### src/rtl/uart_rx_os_fifo.sv
// uart_rx_os_fifo
// 16x oversampled UART receiver (8N1, or 8E1 with UART_PARITY_EN defined) with
// 2-FF input synchronizer, start-bit glitch rejection, 3-sample majority vote,
// sticky framing/overrun/parity flags and a show-ahead receive FIFO.
//
// Build option: `define UART_PARITY_EN for 8E1 framing with parity checking.
//
// Ports
//   clk        system clock, all logic on posedge
//   rst        asynchronous active-high reset
//   rx         serial line, idle high, asynchronous to clk
//   rd_en      pop FIFO head (ignored while rx_valid=0)
//   clr_err    clear sticky error flags
//   rx_data    FIFO head byte (show-ahead), valid while rx_valid=1
//   rx_valid   FIFO not empty
//   fifo_count entries held, 0..FIFO_DEPTH
//   busy       receiver not idle
//   frame_err  sticky: stop bit sampled 0
//   overrun    sticky: good byte dropped because FIFO full with no pop
//   parity_err sticky: parity mismatch (tied 0 without UART_PARITY_EN)
module uart_rx_os_fifo #(
  parameter int clk_freq   = 1000000,
  parameter int baud_rate  = 9600,
  parameter int FIFO_DEPTH = 8
) (
  input  logic                            clk,
  input  logic                            rst,
  input  logic                            rx,
  input  logic                            rd_en,
  input  logic                            clr_err,
  output logic [7:0]                      rx_data,
  output logic                            rx_valid,
  output logic [$clog2(FIFO_DEPTH+1)-1:0] fifo_count,
  output logic                            busy,
  output logic                            frame_err,
  output logic                            overrun,
  output logic                            parity_err
);

  localparam int TICK_DIV = clk_freq / (baud_rate * 16);
  localparam int TW       = (TICK_DIV > 1) ? $clog2(TICK_DIV) : 1;
  localparam int AW       = $clog2(FIFO_DEPTH);
  localparam int CW       = $clog2(FIFO_DEPTH + 1);

  localparam logic [2:0] S_IDLE   = 3'd0;
  localparam logic [2:0] S_START  = 3'd1;
  localparam logic [2:0] S_DATA   = 3'd2;
  localparam logic [2:0] S_STOP   = 3'd3;
  localparam logic [2:0] S_BRK    = 3'd4;
`ifdef UART_PARITY_EN
  localparam logic [2:0] S_PARITY = 3'd5;
`endif

  // ---------------------------------------------------------------------------
  // Receiver
  // ---------------------------------------------------------------------------
  logic [1:0]    sync;
  logic          rx_s;
  logic          rx_prev;
  logic [1:0]    settle;
  logic [TW-1:0] tick_cnt;
  logic          tick;
  logic [3:0]    s_cnt;
  logic [2:0]    bit_idx;
  logic [7:0]    shreg;
  logic [1:0]    vote;
  logic          maj;
  logic [2:0]    state;
  logic          start_det;
  logic          samp;
  logic          stop_dec;
  logic          push_ok;
  logic          fe_set;
  logic          par_bad;
  logic          push_vld;
  logic [7:0]    push_byte;

  assign rx_s = sync[1];
  assign tick = (tick_cnt == TW'(TICK_DIV - 1));

  // The sync chain resets to 1, so a line held low through reset would look
  // like a falling edge once it flushes. settle holds off edge detection until
  // rx_prev reflects a real line sample.
  assign start_det = (state == S_IDLE) && (settle == 2'd3) && rx_prev && !rx_s;

  // Sample s_cnt is taken on the tick where s_cnt holds that value; the vote
  // completes at sample 9 using the stored samples 7 and 8.
  assign samp     = tick && (state != S_IDLE) && (state != S_BRK);
  assign maj      = (vote[0] & vote[1]) | (vote[0] & rx_s) | (vote[1] & rx_s);
  assign stop_dec = samp && (state == S_STOP) && (s_cnt == 4'd9);
  assign push_ok  = stop_dec && maj && !par_bad;
  assign fe_set   = stop_dec && !maj;
  assign busy     = (state != S_IDLE);

  always_ff @(posedge clk or posedge rst) begin
    if (rst) begin
      sync      <= 2'b11;
      rx_prev   <= 1'b1;
      settle    <= 2'd0;
      tick_cnt  <= '0;
      s_cnt     <= 4'd0;
      bit_idx   <= 3'd0;
      shreg     <= 8'd0;
      vote      <= 2'b00;
      state     <= S_IDLE;
      push_vld  <= 1'b0;
      push_byte <= 8'd0;
    end else begin
      sync     <= {sync[0], rx};
      rx_prev  <= rx_s;
      if (settle != 2'd3) settle <= settle + 2'd1;
      push_vld  <= push_ok;
      push_byte <= shreg;

      if (start_det) begin
        // Realign bit timing to the detected edge.
        state    <= S_START;
        tick_cnt <= '0;
        s_cnt    <= 4'd0;
      end else begin
        tick_cnt <= tick ? '0 : tick_cnt + TW'(1);
        if (samp) begin
          s_cnt <= s_cnt + 4'd1;
          if (s_cnt == 4'd7) vote[0] <= rx_s;
          if (s_cnt == 4'd8) vote[1] <= rx_s;
          case (state)
            S_START: begin
              if (s_cnt == 4'd7 && rx_s) state <= S_IDLE;  // glitch, silently ignored
              else if (s_cnt == 4'd15) begin
                state   <= S_DATA;
                bit_idx <= 3'd0;
              end
            end
            S_DATA: begin
              if (s_cnt == 4'd9) shreg <= {maj, shreg[7:1]};
              if (s_cnt == 4'd15) begin
                if (bit_idx == 3'd7) begin
`ifdef UART_PARITY_EN
                  state <= S_PARITY;
`else
                  state <= S_STOP;
`endif
                end else begin
                  bit_idx <= bit_idx + 3'd1;
                end
              end
            end
`ifdef UART_PARITY_EN
            S_PARITY: begin
              if (s_cnt == 4'd15) state <= S_STOP;
            end
`endif
            S_STOP: begin
              // Leave mid stop bit so a back-to-back start edge is not missed.
              if (s_cnt == 4'd9) state <= maj ? S_IDLE : S_BRK;
            end
            default: ;
          endcase
        end
        if (state == S_BRK && rx_s) state <= S_IDLE;
      end
    end
  end

`ifdef UART_PARITY_EN
  logic pe_set;
  assign pe_set = samp && (state == S_PARITY) && (s_cnt == 4'd9) && (^{shreg, maj});

  always_ff @(posedge clk or posedge rst) begin
    if (rst) begin
      par_bad    <= 1'b0;
      parity_err <= 1'b0;
    end else begin
      if (start_det)   par_bad <= 1'b0;
      else if (pe_set) par_bad <= 1'b1;
      parity_err <= pe_set | (parity_err & ~clr_err);
    end
  end
`else
  assign par_bad    = 1'b0;
  assign parity_err = 1'b0;
`endif

  // ---------------------------------------------------------------------------
  // Show-ahead FIFO
  // ---------------------------------------------------------------------------
  logic [7:0]    mem [FIFO_DEPTH];
  logic [AW-1:0] wr_ptr;
  logic [AW-1:0] rd_ptr;
  logic [CW-1:0] count;
  logic          pop;
  logic          full;
  logic          push_acc;
  logic          ov_set;

  assign pop      = rd_en && (count != '0);
  assign full     = (count == CW'(FIFO_DEPTH));
  // A push into a full FIFO survives only if a pop frees the slot this cycle.
  assign push_acc = push_vld && (!full || pop);
  assign ov_set   = push_vld && full && !pop;

  always_ff @(posedge clk or posedge rst) begin
    if (rst) begin
      for (int i = 0; i < FIFO_DEPTH; i++) mem[i] <= 8'd0;
      wr_ptr    <= '0;
      rd_ptr    <= '0;
      count     <= '0;
      overrun   <= 1'b0;
      frame_err <= 1'b0;
    end else begin
      if (push_acc) begin
        mem[wr_ptr] <= push_byte;
        wr_ptr      <= wr_ptr + AW'(1);
      end
      if (pop) rd_ptr <= rd_ptr + AW'(1);
      case ({push_acc, pop})
        2'b10:   count <= count + CW'(1);
        2'b01:   count <= count - CW'(1);
        default: ;
      endcase
      overrun   <= ov_set | (overrun & ~clr_err);
      frame_err <= fe_set | (frame_err & ~clr_err);
    end
  end

  assign rx_data    = mem[rd_ptr];
  assign rx_valid   = (count != '0);
  assign fifo_count = count;

endmodule

### config.mk
export PLATFORM = sky130hd
export DESIGN_NAME = uart_rx_os_fifo
export DESIGN_NICKNAME = d
export VERILOG_FILES = /design/src/rtl/uart_rx_os_fifo.sv
export SDC_FILE = /design/constraint.sdc
export NUM_CORES = 1
export LEC_CHECK = 0
export CAP_MARGIN = 20
export CORE_UTILIZATION = 35
export CTS_CLUSTER_SIZE = 30
export DETAILED_ROUTE_END_ITERATION = 7
export SLEW_MARGIN = 20
export SYNTH_ARGS = -nofsm -noshare
export SYNTH_HDL_FRONTEND = slang
export SYNTH_SLANG_ARGS = --single-unit
export TNS_END_PERCENT = 50
### constraint.sdc
create_clock -name clk -period 4.7 [get_ports clk]
set_input_delay 0.47 -clock clk [delete_from_list [all_inputs] [get_ports clk]]
set_output_delay 0.47 -clock clk [all_outputs]
set_load 0.05 [all_outputs]
==> results of run 1 <==
==> synthesized netlist by cell type, types with 2 or more instances <==
cell,number,area [µm²]
nand3_1,4,20.02
mux2i_1,4,40.04
xor2_1,3,26.28
inv_1,11,41.29
mux4_2,16,360.4
buf_6,5,56.30
o21ai_0,6,30.03
a21oi_1,5,25.02
ha_1,9,112.6
mux2_2,64,720.7
nand3b_1,3,22.52
and3b_1,3,26.28
nor2b_1,3,18.77
clkbuf_1,4,15.01
buf_1,2,7.510
or3_1,2,12.51
xnor2_1,6,52.55
nor2_1,14,52.55
dfrtp_1,110,2753
nor3_1,3,15.01
mux2_4,24,360.4
nand4b_1,5,43.79
dfstp_2,3,78.83
nand2_1,15,56.30
buf_2,4,20.02
==> flip-flops by register name, summed over array words and instances (netlist names), 3 cells and up <==
| register | flops |
|---|---|
| mem | 64 |
| tick_cnt | 3 |
| shreg | 8 |
| fifo_count | 4 |
| state | 3 |
| bit_idx | 3 |
| s_cnt | 4 |
| rd_ptr | 3 |
| wr_ptr | 3 |
| push_byte | 8 |
==> placed cells by master (no fill, tap or decap), types with 2 or more instances in the layout <==
master           count
buf_4                3
or3_1                2
xor2_1               3
ha_1                 9
nand3_1              4
mux2_4              24
clkbuf_16           17
nor2b_1              3
a21oi_1              5
xnor2_1              6
nand2_1             15
mux4_2              16
nor3_1               3
nand3b_1             3
nor2_1              14
dfrtp_1            110
clkbuf_8             7
dfstp_2              3
inv_1               10
nand4b_1             5
bufinv_16            2
clkdlybuf4s50_1     20
mux2_2              64
and3b_1              3
o21ai_0              6
mux2i_1              4
==> per-stage QoR <==
step	instance area, µm²	hold WS [ns]	worst slack (ns)	util [%]
after CTS	6142	0.3573	1.234	42.26
after detailed placement	5544	0.3476	1.668	38.15
after global routing	6142	0.3629	1.149	42.26
after global placement	5544	0.3493	1.665	38.15
after floorplan	5200	0.3452	1.248	-
final	6142	0.3559	1.319	42.26
==> path summary, 6_finish.rpt <==
| path | startpoint | endpoint | slack (ns) | cells past startpoint |
|---|---|---|---|---|
| min reg2reg | sync[0]$_DFF_PP1_ | sync[1]$_DFF_PP1_ | 0.36 | 0 |
| max in group asynchronous | rst | mem[32]$_DFFE_PP0P_ | 3.28 | 3 |
| max | rd_ptr[0]$_DFFE_PP0N_ | rx_data[1] | 1.32 | 4 |
| min in group asynchronous | rst | mem[33]$_DFFE_PP0P_ | 0.58 | 2 |
| min | sync[0]$_DFF_PP1_ | sync[1]$_DFF_PP1_ | 0.36 | 0 |
| max reg2reg | fifo_count[1]$_DFFE_PP0P_ | mem[29]$_DFFE_PP0P_ | 2.27 | 5 |
==> critical path: stages (launching register included) <==
cell and delay (ns):
dfrtp_1 0.66, buf_4 0.33, mux4_2 0.52, mux2_2 0.29, clkdlybuf4s50_1 0.70
==> metal layers <==
metal	global-route usage [%]	vias to the layer above
met5	0	-
met4	4.688	0
met3	4.945	9
met2	22.47	34
met1	18.52	1509
li1	-	1335
==> cell type report <==
type	instances	area (µm²)
timing repair buffer	23	222.7
multi-input combinational	215	2216
tap	184	230.2
clock inverter	4	72.57
fill	1319	8392
inverter	11	43.79
clock buffer	25	525.5
sequential	113	2831
==> cells by family (layout without fill, tap and decap cells) <==
logic type / count (synthesis) / after routing / synth area share (%)
other: 1 / 1 / 0.07212
buffers and inverters: 28 / 63 / 2.935
AO/OA/AOI/OAI: 21 / 21 / 2.623
adder cells (fa/ha/maj): 10 / 10 / 2.358
multiplexers: 108 / 108 / 28.49
XOR/XNOR: 9 / 9 / 1.516
flip-flops: 113 / 113 / 54.45
AND/OR/NAND/NOR: 66 / 66 / 7.556
==> where the power goes <==
group | internal [mW] | total (mW) | switching [mW]
combinational | 0.0800 | 0.200 | 0.120
sequential | 1.01 | 1.05 | 0.0437
clock | 0.868 | 1.28 | 0.415
total | 1.95 | 2.53 | 0.579
==> run summary, run 1 <==
outcome -> complete, no violations
worst skew pair latency -> 0.41 ns
Ant. Diodes -> 0
dominant synthesized flop cell -> dfrtp_1
highest routed layer -> met4
routed wire length -> 9650 µm
metal2 WL -> 4662 µm
Power Total -> 2.533 mW
EDFF count, synth -> 0
CTS Sinks -> 113
Slew @ Worst Pin -> 0.8447 ns
final setup fails -> 0
Antenna Nets Post-Route -> 0
Core Area -> 14530 µm²
worst-case clock buffer depth -> 2
crit start category -> register
CP Class -> register to output pin
# nets final -> 395
Worst Setup End Kind -> output pin
Power Density -> 412.3 nW/µm²
TritonRoute pass-1 iters -> 4
Crit path arrival time -> 2.91 ns
initial antenna violation count -> 0
Period minus WS final -> 3.381 ns
dpl cells -> 546
Setup Buffers After CTS -> 0
Synth Net Count -> 370
Mean Syn Cell Area -> 14.61 µm²
H-tree lvl count -> 4
CP max FO -> 10
vias per cell -> 5.021
Met3 Routed Length -> 308 µm
Hold WC Path Type -> register to register
number of global-route vias before repair -> 2974
Worst IR Drop VDD -> 0.2694 mV
Root Driver -> clkbuf_16
clock slew at reported path FFs -> 0.05 ns
drt initial violations -> 154
CTS tree -> built
I/O pins -> 22
Cell Area, Synth -> 5200 µm²
number of port buffers -> 20
Final Hold Violating Endpoints -> 0
#FFs+latches synth -> 113
total CTS buffers -> 17
die area -> 15350 µm²
DRC -> 0
routed len/inst -> 16.78 µm
setup TNS -> 0 ns
Area Growth Syn to Fin -> 18.12%
final slew viol count -> 0
Initial Util -> 35.78%
Seq/Total Area, Yosys -> 54.45%
# hold bufs at CTS -> 0
Final HPWL DP -> 6101 µm
total gr overflow -> 0
die height -> 123.9 µm
largest net degree at the start of global routing -> 67
first-pass GRT wire length -> 16030 µm
post_cts resized -> 0
fmax -> 295.8 MHz
Slew HR -> 43.69%
cell row count -> 44
cells after synthesis -> 356
routed vias -> 2887
critical path required time -> 4.23 ns
Yosys Warn Count -> 0
Tcrit/Tclk final -> 71.94%
routability cong. -> 0.6998
synth unique cells -> 53
Post-Route Skew -> 0.006459 ns
Global Route Usage Sum -> 14.32%
Die X -> 123.9 µm
Metal-1 WL -> 4562 µm
RSZ-0062 raised after global routing -> no
layout cell share with drive strength beyond 1 -> 37.34%
Pleak -> 2.867 nW
fin cells -> 575
max-cap violation count -> 0
FFs w/ async S/R, synth -> 100.0%
No activity file was read; power rests on OpenSTA's default activity.
==> run 2, diff against run 1 <==
clock period = 2.9 ns   (was 4.7 ns; I/O delays follow)
==> run 2 against run 1 <==
Compared with the run above: global-route usage rose by 0.085 points; clock skew barely moved; first-iteration DRC count increased by 13%; register-to-register slack worse by 1.7 ns; sequential cell count did not move; routed wire length grew 0.72%; die area stayed put; sequential share of layout area down 0.97 points; clock power is 87% higher; cell area is 2.2% higher; highest routed layer unchanged.
==> run summary, run 2 (synthesis gave the netlist of run 1 again) <==
Buf/Inv on CP -> 2 (unchanged)
# hold bufs at CTS -> 0 (unchanged)
Hold WC Path Type -> input pin to async pin
layout cell share with drive strength beyond 1 -> 40.60% (+3.3 points)
Root Driver -> clkbuf_16
crit-path max cell delay -> 0.56 ns (-0.14 ns)
top flop regs -> mem (64), push_byte (8), shreg (8)
CP Cell Sequence -> buf_4, mux4_2, mux2_2, buf_4
die area -> 15350 µm² (unchanged)
Post-Route Skew -> 0.006584 ns (+0.0001249 ns)
Pleak -> 2.954 nW (+3.1%)
Core Area -> 14530 µm² (unchanged)
worst reg2reg setup slack -> 0.61 ns (-1.66 ns)
drt initial violations -> 174 (+13%)
reg2reg end -> mem[41]$_DFFE_PP0P_
Antenna Nets Post-Route -> 0 (unchanged)
Psw -> 0.9677 mW (+67%)
Initial Util -> 35.78% (unchanged)
slowest CP cell -> mux4_2
CP max FO -> 16 (+6)
met1 Usage GRT -> 18.90% (+0.38 points)
worst setup path end -> rx_data[1]
clock slew at reported path FFs -> 0.05 ns (about the same)
cell row count -> 44 (unchanged)
Reg power frac -> 38.5% (-2.9 points)
TritonRoute pass-1 iters -> 4 (unchanged)
Power Density -> 705.5 nW/µm² (+71%)
post_cts resized -> 0 (unchanged)
routability cong. -> 0.7422 (+6.1%)
Tcrit/Tclk final -> 85.83%
CP top delay family -> multiplexers
final slew viol count -> 0 (unchanged)
routed vias -> 2881 (-0.21%)
setup TNS -> 0 ns (unchanged)
commonest non-fill, non-tap cell in the layout -> dfrtp_1
crit start category -> register
most flop-heavy register -> mem
fin area -> 6275 µm² (+2.2%)
total CTS buffers -> 17 (unchanged)
largest net degree at the start of global routing -> 65 (-3.0%)
RSZ-0062 raised after global routing -> no
Die X -> 123.9 µm (unchanged)
Worst Setup End Kind -> output pin
Final HPWL DP -> 6329 µm (+3.7%)
cell-internal power -> 3.459 mW (+77%)
worst r2r src -> fifo_count[1]$_DFFE_PP0P_
routed wire length -> 9719 µm (+0.72%)
# nets final -> 400 (+1.3%)
CTS tree -> built
I/O pins -> 22 (unchanged)
Clock power frac -> 54.1% (+3.4 points)
worst reg-to-reg path cell count -> 5 (unchanged)
Global Route Usage Sum -> 14.41% (+0.085 points)
Ant. Diodes -> 0 (unchanged)
first-pass GRT wire length -> 16060 µm (+0.17%)
Slew @ Worst Pin -> 0.6014 ns (-0.2433 ns)
Period minus WS final -> 2.489 ns
Area Growth Syn to Fin -> 20.67%
initial antenna violation count -> 0 (unchanged)
CTS Sinks -> 113 (unchanged)
worst-case clock buffer depth -> 2 (unchanged)
max-cap violation count -> 0 (unchanged)
instance count on the critical path -> 4 (unchanged)
Crit path arrival time -> 2.20 ns (-0.71 ns)
max FFs per register -> 64 (unchanged)
worst setup path startpoint -> rd_ptr[0]$_DFFE_PP0N_
outcome -> complete, no violations
number of port buffers -> 20 (unchanged)
peak-usage layer in the global routing report -> met2
sw frac -> 21.86% (-0.99 points)
most used cell along the critical path -> buf_4
fmax -> 401.8 MHz
Setup Buffers After CTS -> 0 (unchanged)
final setup fails -> 0 (unchanged)
Worst IR Drop VDD -> 0.5506 mV (+100%)
Slew HR -> 59.82% (+16 points)
routed len/inst -> 16.67 µm (-0.67%)
vias per cell -> 4.942 (-1.6%)
most frequent cells in the layout -> dfrtp_1, mux2_2, mux2_4
CP Class -> register to output pin
Final Hold Violating Endpoints -> 0 (unchanged)
critical path required time -> 2.61 ns (-1.62 ns)
met3 Use GR -> 4.258% (-0.69 points)
GR Util met2 -> 21.91% (-0.56 points)
fraction of power consumed by combinational cells -> 7.5% (-0.4 points)
worst skew pair latency -> 0.41 ns (about the same)
H-tree lvl count -> 4 (unchanged)
DRC -> 0 (unchanged)
instance area after placement -> 5588 µm² (+0.79%)
die height -> 123.9 µm (unchanged)
number of global-route vias before repair -> 3049 (+2.5%)
total gr overflow -> 0 (unchanged)
[run 2: metal layers]
layer	vias to the layer above	wire [µm]	part of all wire, %
met4	0	89	0.92
met3	6	296	3.0
li1	1353	-	-
met2	36	4690	48
met1	1486	4643	48
met5	-	0	0
[run 2: worst reg2reg max path, delay by kind of cell, from the launching register on]
kind | cells | cell delay, ns
simple gates | 3 | 0.96
compound gates | 1 | 0.38
flops | 1 | 0.46
mux | 1 | 0.38
[run 2: worst min-delay path by stage]
stage / from / endpoint / slack (ns) / cells after the start
CTS: rst / overrun$_DFF_PP0_ / 0.25 / 2
global route: rst / s_cnt[1]$_DFFE_PP0P_ / 0.27 / 2
global placement: sync[0]$_DFF_PP1_ / sync[1]$_DFF_PP1_ / 0.35 / 0
detailed placement: sync[0]$_DFF_PP1_ / sync[1]$_DFF_PP1_ / 0.35 / 0
finish: rst / s_cnt[0]$_DFFE_PP0P_ / 0.25 / 2
floorplan: rx / sync[0]$_DFF_PP1_ / 0.29 / 0
[run 2: layout make-up]
cell class                      instances  area, µm²
Clock inverter                         10      202.7
Sequential cell                       113       2831
Timing Repair Buffer                   28      265.3
Fill cell                            1319       8259
Multi-Input combinational cell        215       2216
Inverter                               11      45.04
Tap cell                              184      230.2
Clock buffer                           22      484.2
[run 2: power groups by stage]
stage	clock (mW)	combinational [mW]	sequential, mW
2_1_floorplan	0	0.273	1.70
3_5_place_dp	0	0.335	1.73
5_1_grt	2.51	0.379	1.71
4_1_cts	2.44	0.336	1.70
6_report	2.39	0.331	1.70
3_3_place_gp	0	0.324	1.72
[run 2: stage by stage]
stage,power [mW],utilization [%],instances,setup slack (ns),hold slack (ns)
2_1_floorplan,1.970,-,356,0.2175,0.2945
3_3_place_gp,2.045,38.45,551,0.4819,0.3474
3_5_place_dp,2.060,38.45,551,0.4289,0.3501
4_1_cts,4.476,43.17,583,0.3427,0.2465
5_1_grt,4.602,43.17,583,0.3120,0.2721
6_report,4.427,43.17,583,0.4109,0.2485
